$ cat src/rtl/addsub_pkg.sv
// Shared types for the add/sub inverse: FSM states, operand-select encoding and default width.
package addsub_pkg;

    localparam int WIDTH_DEF = 4;

    typedef enum logic [1:0] {
        IDLE,
        CALC,
        DONE
    } state_t;

    typedef enum logic [1:0] {
        SUB_YA,
        SUB_AM,
        ADD_AM
    } opsel_t;

endpackage

$ cat src/rtl/addsub_inverse_serial_fulladder.sv
// One-bit full adder slice; the inverse unit reuses it as its single serial stage.
module fulladder (
    input  logic a,
    input  logic b,
    input  logic d,
    output logic s,
    output logic c
);

    assign s = a ^ b ^ d;
    assign c = (a & b) | (d & (a ^ b));

endmodule

$ cat src/rtl/addsub_inverse_serial.sv
// Bit-serial inverse of the add/sub unit: recovers B from m, A and the (WIDTH+1)-bit result.
// Error detection is compiled in only when ADDSUB_INV_ERR_EN is defined.
module addsub_inverse_serial
    import addsub_pkg::*;
#(
    parameter int WIDTH = WIDTH_DEF
) (
    input  logic             clk,
    input  logic             rst_n,
    input  logic             in_valid,
    output logic             in_ready,
    input  logic             m,
    input  logic [WIDTH-1:0] a,
    input  logic [WIDTH:0]   yp,
    output logic             out_valid,
    input  logic             out_ready,
    output logic [WIDTH-1:0] b_out,
    output logic             err
);

    localparam int CNT_W = $clog2(WIDTH + 1);
    localparam logic [CNT_W-1:0] LAST = CNT_W'(WIDTH);

    state_t           state, state_nxt;
    opsel_t           opsel;
    logic [CNT_W-1:0] count;
    logic [WIDTH:0]   xsh, ysh;
    logic [WIDTH-1:0] rsh;
    logic             carry;
    logic             ybit, fa_s, fa_c;
    logic             err_nxt;
    logic [WIDTH-1:0] b_nxt;

    assign in_ready  = (state == IDLE);
    assign out_valid = (state == DONE);

    // Subtraction feeds the inverted Y bit with the carry preloaded to 1.
    assign ybit = (opsel == ADD_AM) ? ysh[0] : ~ysh[0];

    fulladder u_fa (
        .a (xsh[0]),
        .b (ybit),
        .d (carry),
        .s (fa_s),
        .c (fa_c)
    );

`ifdef ADDSUB_INV_ERR_EN
    logic mag_zero;
    logic err_q;

    // On the final slice fa_s is result bit WIDTH and fa_c is the borrow-free carry.
    always_comb begin
        err_nxt = 1'b0;
        if (opsel == ADD_AM)
            err_nxt = fa_s | mag_zero;
        else
            err_nxt = fa_s | ~fa_c;
    end

    assign b_nxt = err_nxt ? '0 : rsh;
    assign err   = err_q;

    always_ff @(posedge clk) begin
        if (!rst_n) begin
            mag_zero <= 1'b0;
            err_q    <= 1'b0;
        end else if (state == IDLE && in_valid) begin
            mag_zero <= (yp[WIDTH-1:0] == '0);
        end else if (state == CALC && count == LAST) begin
            err_q <= err_nxt;
        end
    end
`else
    assign err_nxt = 1'b0;
    assign b_nxt   = rsh;
    assign err     = err_nxt;
`endif

    always_ff @(posedge clk) begin
        if (!rst_n)
            state <= IDLE;
        else
            state <= state_nxt;
    end

    always_comb begin
        state_nxt = state;
        case (state)
            IDLE:    if (in_valid) state_nxt = CALC;
            CALC:    if (count == LAST) state_nxt = DONE;
            DONE:    if (out_ready) state_nxt = IDLE;
            default: state_nxt = IDLE;
        endcase
    end

    always_ff @(posedge clk) begin
        if (!rst_n) begin
            opsel <= SUB_YA;
            count <= '0;
            xsh   <= '0;
            ysh   <= '0;
            rsh   <= '0;
            carry <= 1'b0;
            b_out <= '0;
        end else begin
            case (state)
                IDLE: begin
                    if (in_valid) begin
                        count <= '0;
                        if (!m) begin
                            xsh   <= yp;
                            ysh   <= {1'b0, a};
                            opsel <= SUB_YA;
                            carry <= 1'b1;
                        end else if (!yp[WIDTH]) begin
                            xsh   <= {1'b0, a};
                            ysh   <= {1'b0, yp[WIDTH-1:0]};
                            opsel <= SUB_AM;
                            carry <= 1'b1;
                        end else begin
                            xsh   <= {1'b0, a};
                            ysh   <= {1'b0, yp[WIDTH-1:0]};
                            opsel <= ADD_AM;
                            carry <= 1'b0;
                        end
                    end
                end
                CALC: begin
                    carry <= fa_c;
                    xsh   <= xsh >> 1;
                    ysh   <= ysh >> 1;
                    count <= count + 1'b1;
                    // The last slice produces bit WIDTH, which only feeds the error check.
                    if (count == LAST)
                        b_out <= b_nxt;
                    else
                        rsh <= {fa_s, rsh[WIDTH-1:1]};
                end
                default: ;
            endcase
        end
    end

endmodule

$ cat config.mk
export PLATFORM = sky130hd
export DESIGN_NAME = addsub_inverse_serial
export DESIGN_NICKNAME = d
export VERILOG_FILES = /design/src/rtl/addsub_pkg.sv /design/src/rtl/addsub_inverse_serial_fulladder.sv /design/src/rtl/addsub_inverse_serial.sv
export SDC_FILE = /design/constraint.sdc
export NUM_CORES = 1
export LEC_CHECK = 0
export BUFFER_PORTS_ARGS = -buffer_cell sky130_fd_sc_hd__buf_2
export CORE_MARGIN = 2
export CORE_UTILIZATION = 54
export CTS_CLUSTER_DIAMETER = 40
export DETAILED_ROUTE_END_ITERATION = 16
export GPL_ROUTABILITY_DRIVEN = 0
export PLACE_DENSITY = 0.77
export SYNTH_ARGS = -nofsm -noshare
export SYNTH_HDL_FRONTEND = slang
export SYNTH_SLANG_ARGS = --single-unit
$ cat constraint.sdc
create_clock -name clk -period 1.5 [get_ports clk]
set_input_delay 0.225 -clock clk [delete_from_list [all_inputs] [get_ports clk]]
set_output_delay 0.225 -clock clk [all_outputs]
set_load 0.01 [all_outputs]
==> Word-level counts from Yosys, hierarchy flattened <==
Cells that the tools add are included.
{ "word_totals": {"reg_bits": 26, "input_bits": 14, "wordCells": 49} }
{ "classes": {"add_sub_neg": 1, "n_eq_ne": 7, "muxes": 19, "bitwise_logic": 7, "reduce_logical": 7} }
{ "op_table": {"columns": ["operator", "n"], "rows": [
  ["5-bit case mux with 2 select lines", 2],
  ["5-bit two-way mux", 3],
  ["2-bit two-way mux", 5],
  ["2-bit AND reduction", 4],
  ["2-bit case mux with 3 select lines", 1],
  ["3-bit case mux with 2 select lines", 1],
  ["2-bit equality test, second input constant", 2],
  ["1-bit two-way mux", 4],
  ["4-bit two-way mux", 1],
  ["2-bit != test, second input constant", 2],
  ["3-bit by 1-bit adder with 3-bit output, second input constant", 1],
  ["3-bit equality test, second input constant", 1],
  ["3-bit two-way mux", 1],
  ["3-bit AND reduction", 1],
  ["1-bit AND", 2],
  ["2-bit by 1-bit equality test with 1-bit output, second input constant", 1],
  ["2-bit zero test", 1],
  ["2-bit by 1-bit != test with 1-bit output, second input constant", 1],
  ["1-bit NOT", 2],
  ["1-bit case mux with 2 select lines", 1],
  ["2-bit nonzero test", 1],
  ["1-bit XOR", 2],
  ["1-bit OR", 1]
]} }

==> Depth between registers and ports, before layout <==
{ "logic_depth": {"ltp_word": 6, "ltp_mapped": 5, "ltp_nobuf": 5} }

==> Hierarchy <==
From an unflattened synthesis, not the netlist that was laid out.
{ "hier_totals": {"hier_cells": 122, "area_unflattened_um2": 1233.7} }
{ "by_module_without_submodules": {"columns": ["module", "instances", "cells_per_inst", "area_each_um2", "seq_area_each_um2"], "rows": [
  ["addsub_inverse_serial", 1, 121, 1213.7, 500.5],
  ["fulladder", 1, 1, 20.0, 0.0]
]} }

==> Worst setup path before layout <==
Ideal clock, no wire load.
{ "synth_timing": {"kind": "register -> register", "from": "register opsel[0]", "to": "register rsh[3] (netlist: b_nxt[3])", "arrival_ps": 1201, "t_required_ps": 1412, "path_slack_ps": 211, "stages_incl_launch_ff": 5, "n_path_buf": 0, "path_cell_list": "dfxtp_1 -> nand2b_1 -> xnor2_1 -> fa_1 -> a311oi_2"} }
{ "synth_between": {"elab_chain_len": 4} }
{ "synth_lines": {"columns": ["item", "line_no", "text"], "rows": [
  ["start: declaration", "addsub_inverse_serial.sv:25", "opsel_t opsel;"],
  ["start signal: assignment", "addsub_inverse_serial.sv:99", "opsel <= SUB_YA;"],
  ["start signal: assignment", "addsub_inverse_serial.sv:114", "opsel <= SUB_YA;"],
  ["start signal: assignment", "addsub_inverse_serial.sv:119", "opsel <= SUB_AM;"],
  ["2-bit equality test", "addsub_inverse_serial.sv:38", "assign ybit = (opsel == ADD_AM) ? ysh[0] : ~ysh[0];"],
  ["1-bit two-way mux", "addsub_inverse_serial.sv:38", null],
  ["1-bit XOR (2 in a row)", "addsub_inverse_serial_fulladder.sv:10", "assign s = a ^ b ^ d;"],
  ["end signal: assignment", "addsub_inverse_serial.sv:138", "rsh <= {fa_s, rsh[WIDTH-1:1]};"],
  ["end: declaration", "addsub_inverse_serial.sv:28", "logic [WIDTH-1:0] rsh;"]
]} }
No other way between the ends.
A chain may end at the register's enable or synchronous reset.

==> Worst setup path in the final report <==
{ "layout_timing": {"from": "register state[1]", "to": "output out_valid"} }
{ "layout_between": {"elab_chain_len": 1} }
{ "layout_lines": {"columns": ["item", "line_no", "text"], "rows": [
  ["start: declaration", "addsub_inverse_serial.sv:24", "state_t state, state_nxt;"],
  ["start signal: assignment", "addsub_inverse_serial.sv:84", "state <= state_nxt;"],
  ["2-bit equality test", "addsub_inverse_serial.sv:35", "assign out_valid = (state == DONE);"],
  ["end: declaration", "addsub_inverse_serial.sv:15", "output logic out_valid,"]
]} }
No other way between the ends.

==> flow_summary.toml <==
[run_status]
run_status = "completed"

[logic_synthesis]
count_of_flip_flops_with_a_built_in_enable_after_synthesis = 0
syn_avg_cell_area_um2 = 9.697
synth.most_common_cell = "sky130_fd_sc_hd__dfxtp_1"
mappedNetlistNets = 145
synth_cell_type_count = 39
synth_top_area_share_pct = 40.32
yosys_warnings = 0
ys_seq_area_share_pct = 40.32
synth-async-reset-ratio_pct = 0
synthTopCellsByArea = "sky130_fd_sc_hd__dfxtp_1, sky130_fd_sc_hd__mux2i_1, sky130_fd_sc_hd__a221o_1"
synth_area_leader_cell = "sky130_fd_sc_hd__dfxtp_1"
synthFlopType = "sky130_fd_sc_hd__dfxtp_1"
synthCells = 128
synth.cell_area_um2 = 1241
synth.ff_latch_count = 25
synth.cells.most_frequent = "sky130_fd_sc_hd__dfxtp_1, sky130_fd_sc_hd__nor2_1, sky130_fd_sc_hd__mux2i_1"

[floorplan]
die_w_um = 51.94
dieArea_um2 = 2698
core_area_um2 = 2191
fp-row-count = 17
starting_density_of_the_core_pct = 56.65
pin_count = 21
die_height_um = 51.94

[detailed_routing]
route.final.wire_length_um = 2350
drc_markers = 0
via_per_inst = 5.517
via_count = 960
detail_route.wl_per_cell_um = 13.51
detailedRoute.firstIterationViolations = 11
detailedRoute.firstPassIterationCount = 4
antenna_violating_nets_post_route = 0

[worst_setup_path]
rrSetupSlack_ns = 0.14
worst_path_max_fanout = 9
setup.worst_path.start = "state[1]"
crit_path_end = "out_valid"
critPathLaunchType = "flip-flop"
critical_path.slowest_cell = "sky130_fd_sc_hd__dfxtp_1"
cp_top_family = "flip-flops"
ff2ff_path_depth = 4
cp_cell_instances = "nor2b_1, buf_2"
crit_path_max_incr_delay_ns = 0.52
worst-path-stages = 2
crit_arrival_ns = 1.18
crit_required_ns = 1.27
buffers_plus_inverters_on_the_worst_setup_path = 1
critPathKind = "flip-flop to primary output"
crit_path_end_kind = "primary output"
regToRegStartpoint = "opsel[0]"
timing.rr.end = "b_nxt[3]"

[placement]
dp.final_hpwl_um = 1781
place_inst = 170
io_buffer_count = 19

[timing]
maximum_frequency_from_static_timing_analysis_mhz = 711.7
drv_slew = 0
final-hold-violation-count = 0
rsz_0062_raised_after_global_routing = "no"
timing.clock.skew_ns = 0.0009521
finalSetupViolCount = 0
post-route-min-period_ns = 1.405
finalHoldWorstSlack_ns = 0.1781
tns_ns = 0
timing.final.crit_share_pct = 93.67

[power_and_ir_drop]
vdd_ir_drop_max_uv = 543.5
power_internal_mw = 0.8872
swShare_pct = 26.18
power.clock.fraction_pct = 24.1
comb_power_share_pct = 15.6
p_leak_nw = 0.5929
sequentialPowerShare_pct = 60.3
net-switching-power_mw = 0.3147
power_density_nw_per_um2 = 885.4
report.power.total_mw = 1.202

[final_layout]
fin_cells = 174
layout.filler_cells = 198
final_nets = 164
drive_gt1_share_pct = 24.66
finish.utilization_pct = 61.96
num_antenna_cells = 0
areaGrowthSynthToFinish_pct = 9.375

[clock_network]
tritoncts.num_buffers = 3
ctsLongestPathBuffers = 2
clkSinkCount = 25
cts_htree_levels = 1
cts_tree = "yes"
clock_insertion_delay_worst_skew_ns = 0.31
clockRootBuffer = "sky130_fd_sc_hd__clkbuf_4"
postCtsSetupRepairBufs = 0
path_clk_slew_ns = 0.13

[grt]
grt_max_degree = 18
grt_antenna_before_repair = 0
via_count_of_the_first_global_routing_pass = 920
grt_usage_pct = 19.74
grt_first_pass_wirelength_um = 3974
grt-ovfl-total = 0

[min_path]
holdCritPathClass = "input port to flip-flop"

[run]
number_of_maximum_capacitance_violations = 0
==> power groups by stage <==
stage	logic, mW	registers (mW)	clock network, mW
2_1_floorplan	0.152	0.728	0
3_3_place_gp	0.179	0.737	0
3_5_place_dp	0.189	0.738	0
4_1_cts	0.189	0.724	0.296
5_1_grt	0.210	0.728	0.321
6_report	0.188	0.724	0.289
==> tightest hold or removal path, delay by kind of cell <==
| family | cells | cell delay, ns |
|---|---|---|
| buffers and inverters | 1 | 0.07 |
| AOI/OAI and AO/OA | 1 | 0.06 |
| and+or+nand+nor | 1 | 0.09 |
==> area by class of cell <==
cell class | count | area, µm² | area share, %
Inverter | 7 | 26.28 | 1.935
Tap cell | 28 | 35.03 | 2.581
Clock buffer | 3 | 22.52 | 1.659
Timing Repair Buffer | 22 | 117.6 | 8.664
Multi-Input combinational cell | 88 | 649.4 | 47.83
Sequential cell | 25 | 501.7 | 36.96
Clock inverter | 1 | 5.005 | 0.3687
==> per-layer routing <==
| layer | global-route usage, % | routed length [µm] |
|---|---|---|
| met3 | 2.874 | 97 |
| met5 | 0 | 0 |
| met4 | 6.579 | 33 |
| met1 | 24.73 | 1104 |
| met2 | 34.39 | 1115 |
==> stage by stage <==
stage / cell area [µm²] / worst slack, ns
global placement: 1329 / 0.1935
global route: 1358 / 0.009667
finish: 1358 / 0.09495
CTS: 1356 / 0.02794
floorplan: 1241 / 0.2113
detailed placement: 1329 / 0.1599
==> cell usage in the layout, fill, tap and decap left out, drive strengths merged <==
master and instances:
a211oi 1, a21oi 10, a221o 7, a22oi 1, a311oi 1, a32o 1, and2 3, buf 22
clkbuf 3, clkinv 2, conb 1, dfxtp 25, fa 1, ha 2, inv 6, mux2i 14
nand2 2, nand2b 4, nand3 3, nand3b 1, nand4 1, nand4b 1, nand4bb 1, nor2 19
nor2b 3, nor3b 2, o21ai 5, o21bai 1, o22ai 1, or2b 1, xnor2 1
==> kinds of logic (layout without fill, tap and decap cells) <==
| kind of cell | after synthesis | after routing | synth area share (%) |
|---|---|---|---|
| AOI/OAI and AO/OA | 28 | 28 | 16.63 |
| DFF | 25 | 25 | 40.32 |
| xor gates and xnor gates | 1 | 1 | 0.7058 |
| buffers and inverters | 15 | 33 | 7.358 |
| and+or+nand+nor | 41 | 41 | 19.76 |
| other | 1 | 1 | 0.3021 |
| adders and majority gates | 3 | 3 | 3.629 |
| muxes | 14 | 14 | 11.29 |
==> sequential cells by signal, indices dropped and copies added, names as in the netlist <==
name	cells
b_out	4
ysh	4
xsh	5
b_nxt	4
opsel	2
state	2
carry	1
count	3
==> how the worst min path moves through the flow <==
stage / start / to / slack (ns) / cells past startpoint
2_1_floorplan: rst_n / carry / 0.39 / 1
3_3_place_gp: opsel[0] / opsel[0] / 0.45 / 2
3_5_place_dp: carry / carry / 0.46 / 1
4_1_cts: out_ready / state[1] / 0.18 / 3
5_1_grt: out_ready / state[1] / 0.19 / 3
6_report: out_ready / state[1] / 0.18 / 3
==> what timing repair did <==
item / CTS / global route
endpoints found under the setup margin: 0 / 2
hold buffers: 0 / 0
resized for setup: 0 / 1
No activity file was read; power rests on OpenSTA's default activity.
